[config.mk]
export PLATFORM = sky130hd
export DESIGN_NAME = wb_arbiter
export DESIGN_NICKNAME = d
export VERILOG_FILES = /design/src/rtl/core_pkg.sv /design/src/rtl/wb_fifo.sv /design/src/rtl/wb_arbiter.sv
export SDC_FILE = /design/constraint.sdc
export NUM_CORES = 1
export LEC_CHECK = 0
export CAP_MARGIN = 15
export CORE_MARGIN = 3
export CORE_UTILIZATION = 25
export DETAILED_ROUTE_END_ITERATION = 12
export RECOVER_POWER = 100
export SYNTH_ARGS = -nofsm -noshare
export SYNTH_HDL_FRONTEND = slang
export SYNTH_HIERARCHICAL = 1
export SYNTH_SLANG_ARGS = --single-unit
[constraint.sdc]
create_clock -name clk -period 5.74 [get_ports clk]
set_input_delay 1.148 -clock clk [delete_from_list [all_inputs] [get_ports clk]]
set_output_delay 1.148 -clock clk [all_outputs]
set_load 0.02 [all_outputs]
[src/rtl/core_pkg.sv]
// Shared writeback types: register address/data widths and the {rd, data}
// request carried from execution units to the register-file write port.
package core_pkg;

   localparam int REG_AW = 5;
   localparam int DATA_W = 32;

   typedef logic [REG_AW-1:0] reg_addr_t;
   typedef logic [DATA_W-1:0] data_t;

   typedef struct packed {
      reg_addr_t rd;
      data_t     data;
   } wb_req_t;

   function automatic logic is_x0(input reg_addr_t a);
      return a == '0;
   endfunction

endpackage

[src/rtl/wb_fifo.sv]
// Small power-of-two FIFO holding pending writeback requests.
// Push is ignored when full and pop is ignored when empty.
module wb_fifo #(
   parameter int  DEPTH = 2,
   parameter type T     = logic [7:0]
) (
   input  logic                     clk,
   input  logic                     rst,
   input  logic                     push,
   input  logic                     pop,
   input  T                         wdata,
   output T                         rdata,
   output logic                     empty,
   output logic [$clog2(DEPTH):0]   count
);

   localparam int AW = $clog2(DEPTH);

   T                mem_q [DEPTH];
   logic [AW-1:0]   wptr_q, wptr_d;
   logic [AW-1:0]   rptr_q, rptr_d;
   logic [AW:0]     cnt_q, cnt_d;
   logic            full;
   logic            do_push;
   logic            do_pop;

   assign full    = (cnt_q == (AW+1)'(DEPTH));
   assign empty   = (cnt_q == '0);
   assign do_push = push && !full;
   assign do_pop  = pop && !empty;
   assign rdata   = mem_q[rptr_q];
   assign count   = cnt_q;

   // Pointers wrap naturally because DEPTH is a power of two.
   always_comb begin
      wptr_d = wptr_q;
      rptr_d = rptr_q;
      cnt_d  = cnt_q;
      if (do_push) wptr_d = wptr_q + 1'b1;
      if (do_pop)  rptr_d = rptr_q + 1'b1;
      case ({do_push, do_pop})
         2'b10:   cnt_d = cnt_q + 1'b1;
         2'b01:   cnt_d = cnt_q - 1'b1;
         default: cnt_d = cnt_q;
      endcase
   end

   always_ff @(posedge clk or posedge rst) begin
      if (rst) begin
         wptr_q <= '0;
         rptr_q <= '0;
         cnt_q  <= '0;
      end else begin
         wptr_q <= wptr_d;
         rptr_q <= rptr_d;
         cnt_q  <= cnt_d;
      end
   end

   always_ff @(posedge clk) begin
      if (do_push) mem_q[wptr_q] <= wdata;
   end

endmodule

[src/rtl/wb_arbiter.sv]
// Register-file writeback arbiter: ALU has priority over buffered LSU results,
// with a starvation hold on the ALU and a pending-register scoreboard.
module wb_arbiter
   import core_pkg::*;
#(
   parameter int LSU_DEPTH    = 2,
   parameter int STARVE_LIMIT = 4
) (
   input  logic       clk,
   input  logic       rst,
   input  logic       alu_valid,
   input  reg_addr_t  alu_rd,
   input  data_t      alu_data,
   input  logic       lsu_valid,
   output logic       lsu_ready,
   input  reg_addr_t  lsu_rd,
   input  data_t      lsu_data,
   output logic       alu_hold,
   input  logic       issue_valid,
   input  reg_addr_t  issue_rd,
   input  reg_addr_t  rs1_addr,
   input  reg_addr_t  rs2_addr,
   output logic       rs1_busy,
   output logic       rs2_busy,
   output logic       wb_en,
   output reg_addr_t  wb_addr,
   output data_t      wb_data
);

   localparam int CW = $clog2(LSU_DEPTH) + 1;
   localparam int SW = $clog2(STARVE_LIMIT + 1);

   wb_req_t          lsu_req;
   wb_req_t          head;
   logic             fifo_empty;
   logic [CW-1:0]    fifo_count;
   logic             lsu_push;
   logic             grant_alu;
   logic             grant_lsu;

   logic [SW-1:0]    starve_q, starve_d;
   logic             hold_q, hold_d;
   logic             wb_en_q, wb_en_d;
   reg_addr_t        wb_addr_q, wb_addr_d;
   data_t            wb_data_q, wb_data_d;
   logic [31:0]      busy_q, busy_d;

   assign lsu_ready = (fifo_count < CW'(LSU_DEPTH));
   assign lsu_push  = lsu_valid && lsu_ready && !is_x0(lsu_rd);
   assign lsu_req   = '{rd: lsu_rd, data: lsu_data};

   wb_fifo #(
      .DEPTH (LSU_DEPTH),
      .T     (wb_req_t)
   ) u_lsu_fifo (
      .clk   (clk),
      .rst   (rst),
      .push  (lsu_push),
      .pop   (grant_lsu),
      .wdata (lsu_req),
      .rdata (head),
      .empty (fifo_empty),
      .count (fifo_count)
   );

   // While the hold is up a non-empty head wins even if the ALU misbehaves.
   assign grant_alu = alu_valid && !is_x0(alu_rd) && !(hold_q && !fifo_empty);
   assign grant_lsu = !fifo_empty && !grant_alu;

   always_comb begin
      starve_d = starve_q;
      if (fifo_empty || grant_lsu)
         starve_d = '0;
      else if (starve_q < SW'(STARVE_LIMIT))
         starve_d = starve_q + 1'b1;
      hold_d = (starve_d >= SW'(STARVE_LIMIT));
   end

   always_comb begin
      wb_en_d   = grant_alu || grant_lsu;
      wb_addr_d = wb_addr_q;
      wb_data_d = wb_data_q;
      if (grant_alu) begin
         wb_addr_d = alu_rd;
         wb_data_d = alu_data;
      end else if (grant_lsu) begin
         wb_addr_d = head.rd;
         wb_data_d = head.data;
      end
   end

   // Set is applied after clear so a same-edge issue keeps the register pending.
   always_comb begin
      busy_d = busy_q;
      if (wb_en_q)
         busy_d[wb_addr_q] = 1'b0;
      if (issue_valid && !is_x0(issue_rd))
         busy_d[issue_rd] = 1'b1;
      busy_d[0] = 1'b0;
   end

   always_ff @(posedge clk or posedge rst) begin
      if (rst) begin
         starve_q  <= '0;
         hold_q    <= 1'b0;
         wb_en_q   <= 1'b0;
         wb_addr_q <= '0;
         wb_data_q <= '0;
         busy_q    <= '0;
      end else begin
         starve_q  <= starve_d;
         hold_q    <= hold_d;
         wb_en_q   <= wb_en_d;
         wb_addr_q <= wb_addr_d;
         wb_data_q <= wb_data_d;
         busy_q    <= busy_d;
      end
   end

   assign alu_hold = hold_q;
   assign wb_en    = wb_en_q;
   assign wb_addr  = wb_addr_q;
   assign wb_data  = wb_data_q;
   assign rs1_busy = !is_x0(rs1_addr) && busy_q[rs1_addr];
   assign rs2_busy = !is_x0(rs2_addr) && busy_q[rs2_addr];

endmodule

==> reports/metrics.yaml <==
run_status:
  status: "finished, violations left"
  violations: "max-capacitance violations, max-slew violations"
clock_tree:
  tritoncts: "yes"
  cts_root_buffer: "clkbuf_16"
  post-cts-setup-buffer-count: 0
  cts-hold-fix-buffers: 0
  clk_pin_slew_ps: 60
  insertion_delay_ps: 410
  cts_buffer_depth: 2
  cts.htree.levels: 4
  tritoncts.num_buffers: 17
  clock-sinks: 150
  cts_resized: 0
floorplan:
  die_h_um: 169
  dieArea_um2: 28700
  num_io_pins: 136
  core_um2: 26100
  start_util_pct: 25.5
  std_cell_rows: 59
  die_w_um: 169
final_layout:
  fin_nets: 747
  area_growth_pct: 34.2
  seqCellArea_um2: 4130
  multiInputGateArea_um2: 2330
  drive_gt1_share_pct: 10.7
  num-fill-cells: 2658
synthesis:
  async_flop_share_pct: 50.7
  syn_inst: 511
  synth_edf_count: 74
  ys_ff_latch: 150
  synth.distinct_cells: 42
  syn_area_um2: 6680
  synth_ff_type: "dfrtp_1"
  syn_avg_cell_area_um2: 13.1
  ys_warn_count: 6
  syn_nets: 607
  synth-seq-area-share_pct: 61.8
timing:
  worst_pin_slew_ps: 1920
  hold_viol: 0
  fin_skew_ps: 7.06
  fmax_mhz: 221
  drv_slew: 94
  hold_ws_ps: 450
  timing.setup.tns_ps: 0
  relSlewSlack_pct: -27.9
  post-route-period-util_pct: 78.7
  fin_crit_ps: 4520
  rsz0062_at_grt: "no"
  setup_viol: 0
setup_path:
  endpoint_kind: "primary output"
  crit_fanout: 18
  critical-path-slowest-cell: "clkdlybuf4s50_1"
  slowest_delay_ps: 600
  crit_top_cell: "clkdlybuf4s50_1"
  crit_family: "buffers and inverters"
  arrival_ps: 3370
  start_kind: "input port"
  crit_type: "in2out"
  crit_buf_inv: 4
  worstPathRequired_ps: 4590
  crit_chain: "clkdlybuf4s50_1 > buf_4 > mux4_2 > inv_1 > a2111oi_0 > a21oi_1 > nand3_1 > clkdlybuf4s50_1"
power_and_ir_drop:
  leakage_nw: 3.29
  max-vdd-ir-drop_mv: 0.198
  powerDensity_nw_per_um2: 471
routing:
  routedWlPerCell_um: 16.9
  postRouteAntennaNets: 0
  vias: 4648
  drt_iter0_markers: 323
  dr.pass1.iters: 5
  finalWirelength_um: 17000
  vias_per_cell: 4.62
  route.detailed.drc: 0
hold_path:
  hold_path_class: "reg2reg"
place:
  dp_hpwl_um: 11700
  io_buffers: 135
  gp_congestion: 0.829
global_route:
  antenna_found_initial: 11
  grt_pass1_wl_um: 26600
  grt_pass1_vias: 4817
  grt-ovfl-total: 0
  grt_max_degree: 49
  gr-usage-all-layers_pct: 11.9
job:
  max_cap_violations: 3
-- flip-flops by register name (all words and copies together), names as in the netlist --
register	cells
alu_hold	1
busy_q	31
starve_q	2
u_lsu_fifo/count	2
u_lsu_fifo/mem_q	74
u_lsu_fifo/rptr_q	1
u_lsu_fifo/wptr_q	1
wb_addr	5
wb_data	32
wb_en	1
-- cell type report --
type                    instances  share of cell area (%)
well taps                     335                    4.68
multi-input cells             329                    26.0
clock buffers                  17                    4.75
inverters                       9                   0.391
flip-flops and latches        150                    46.1
repair buffers                144                    15.7
diodes                          6                   0.168
clock inverters                15                    2.24
-- power breakdown --
group / switching, mW / internal, mW / total (mW) / leakage [nW]
Combinational: 0.705 / 0.598 / 1.30 / 1.44
Clock: 0.477 / 0.704 / 1.18 / 0.302
Sequential: 0.251 / 1.49 / 1.74 / 1.55
-- metal layers --
metal  routed length, um  part of all wire [%]  GRT usage (%)  up-vias
met5                  42                  0.25              0        -
met3                1490                   8.7           4.91       16
met2                7760                    46           18.9      179
li1                    -                     -              -     2221
met4                  87                  0.51           2.60        8
met1                7630                    45           15.5     2224
-- worst paths after layout --
path,startpoint,end,slack (ps),depth (start not counted)
max,rs1_addr[0],rs1_busy,1220,8
min,starve_q[0]$_DFF_PP0_,starve_q[0]$_DFF_PP0_,450,1
max reg2reg,u_lsu_fifo/count[1]$_DFFE_PP0P_,u_lsu_fifo/mem_q[1][20]$_DFFE_PP_,2420,5
min reg2reg,starve_q[0]$_DFF_PP0_,starve_q[0]$_DFF_PP0_,450,1
max in group asynchronous,rst,busy_q[26]$_DFF_PP0_,3020,3
min in group asynchronous,rst,u_lsu_fifo/count[0]$_DFFE_PP0P_,1100,2
-- through the flow --
stage	std cells	setup WS (ps)	instance area (um^2)	utilization, %	power [mW]
floorplan	511	2280	6680	-	2.57
global placement	967	1120	8360	32.0	3.13
detailed placement	967	1160	8360	32.0	3.14
CTS	999	1160	8990	34.4	4.33
global route	1005	1000	8960	34.3	4.48
finish	1005	1220	8960	34.3	4.22
-- kinds of logic (layout without fill, tap and decap cells) --
logic type | after synthesis | in the layout | share of synthesized area, %
buffers and inverters | 32 | 185 | 3.02
AND/OR/NAND/NOR | 117 | 117 | 9.00
adder cells (fa/ha/maj) | 2 | 2 | 0.375
XOR/XNOR | 5 | 5 | 0.656
other | 0 | 6 | 0
flip-flops | 150 | 150 | 61.8
multiplexers | 70 | 70 | 12.7
AO/OA/AOI/OAI | 135 | 135 | 12.4
-- cells in the mapped netlist, types with 3 or more instances --
cell type | n | area (um^2)
a2111oi_0 | 8 | 70.1
a21oi_1 | 15 | 75.1
a221oi_1 | 8 | 70.1
buf_2 | 8 | 40.0
buf_6 | 9 | 101
clkbuf_1 | 5 | 18.8
dfrtp_1 | 76 | 1900
edfxtp_1 | 74 | 2220
inv_1 | 9 | 33.8
mux2_1 | 17 | 191
mux2_4 | 20 | 300
mux2i_1 | 29 | 290
nand2_1 | 7 | 26.3
nand3_1 | 6 | 30.0
nand3b_1 | 10 | 75.1
nor2_1 | 59 | 221
nor2b_1 | 12 | 75.1
o21ai_0 | 62 | 310
o22ai_1 | 31 | 194
o32ai_1 | 6 | 52.6
or3_1 | 3 | 18.8
or3b_2 | 5 | 43.8
xnor2_1 | 4 | 35.0
-- placed cells by master (no fill, tap or decap), types with 3 or more instances in the layout --
cell,netlist,routed
dlygate4sd3_1,0,81
dfrtp_1,76,75
edfxtp_1,74,74
o21ai_0,62,64
nor2_1,59,59
clkdlybuf4s50_1,0,54
o22ai_1,31,31
mux2i_1,29,29
mux2_4,20,20
clkbuf_16,0,17
mux2_1,17,17
a21oi_1,15,15
nor2b_1,12,13
nand3b_1,10,10
nand2_1,7,8
inv_1,9,8
a2111oi_0,8,8
a221oi_1,8,8
inv_6,0,7
diode_2,0,6
o32ai_1,6,6
nand3_1,6,6
buf_4,1,6
or3b_2,5,5
xnor2_1,4,4
or3_1,3,3
bufinv_16,0,3
inv_8,0,3
clkbuf_1,5,3
Note: power is estimated with default switching activity, not from simulation.
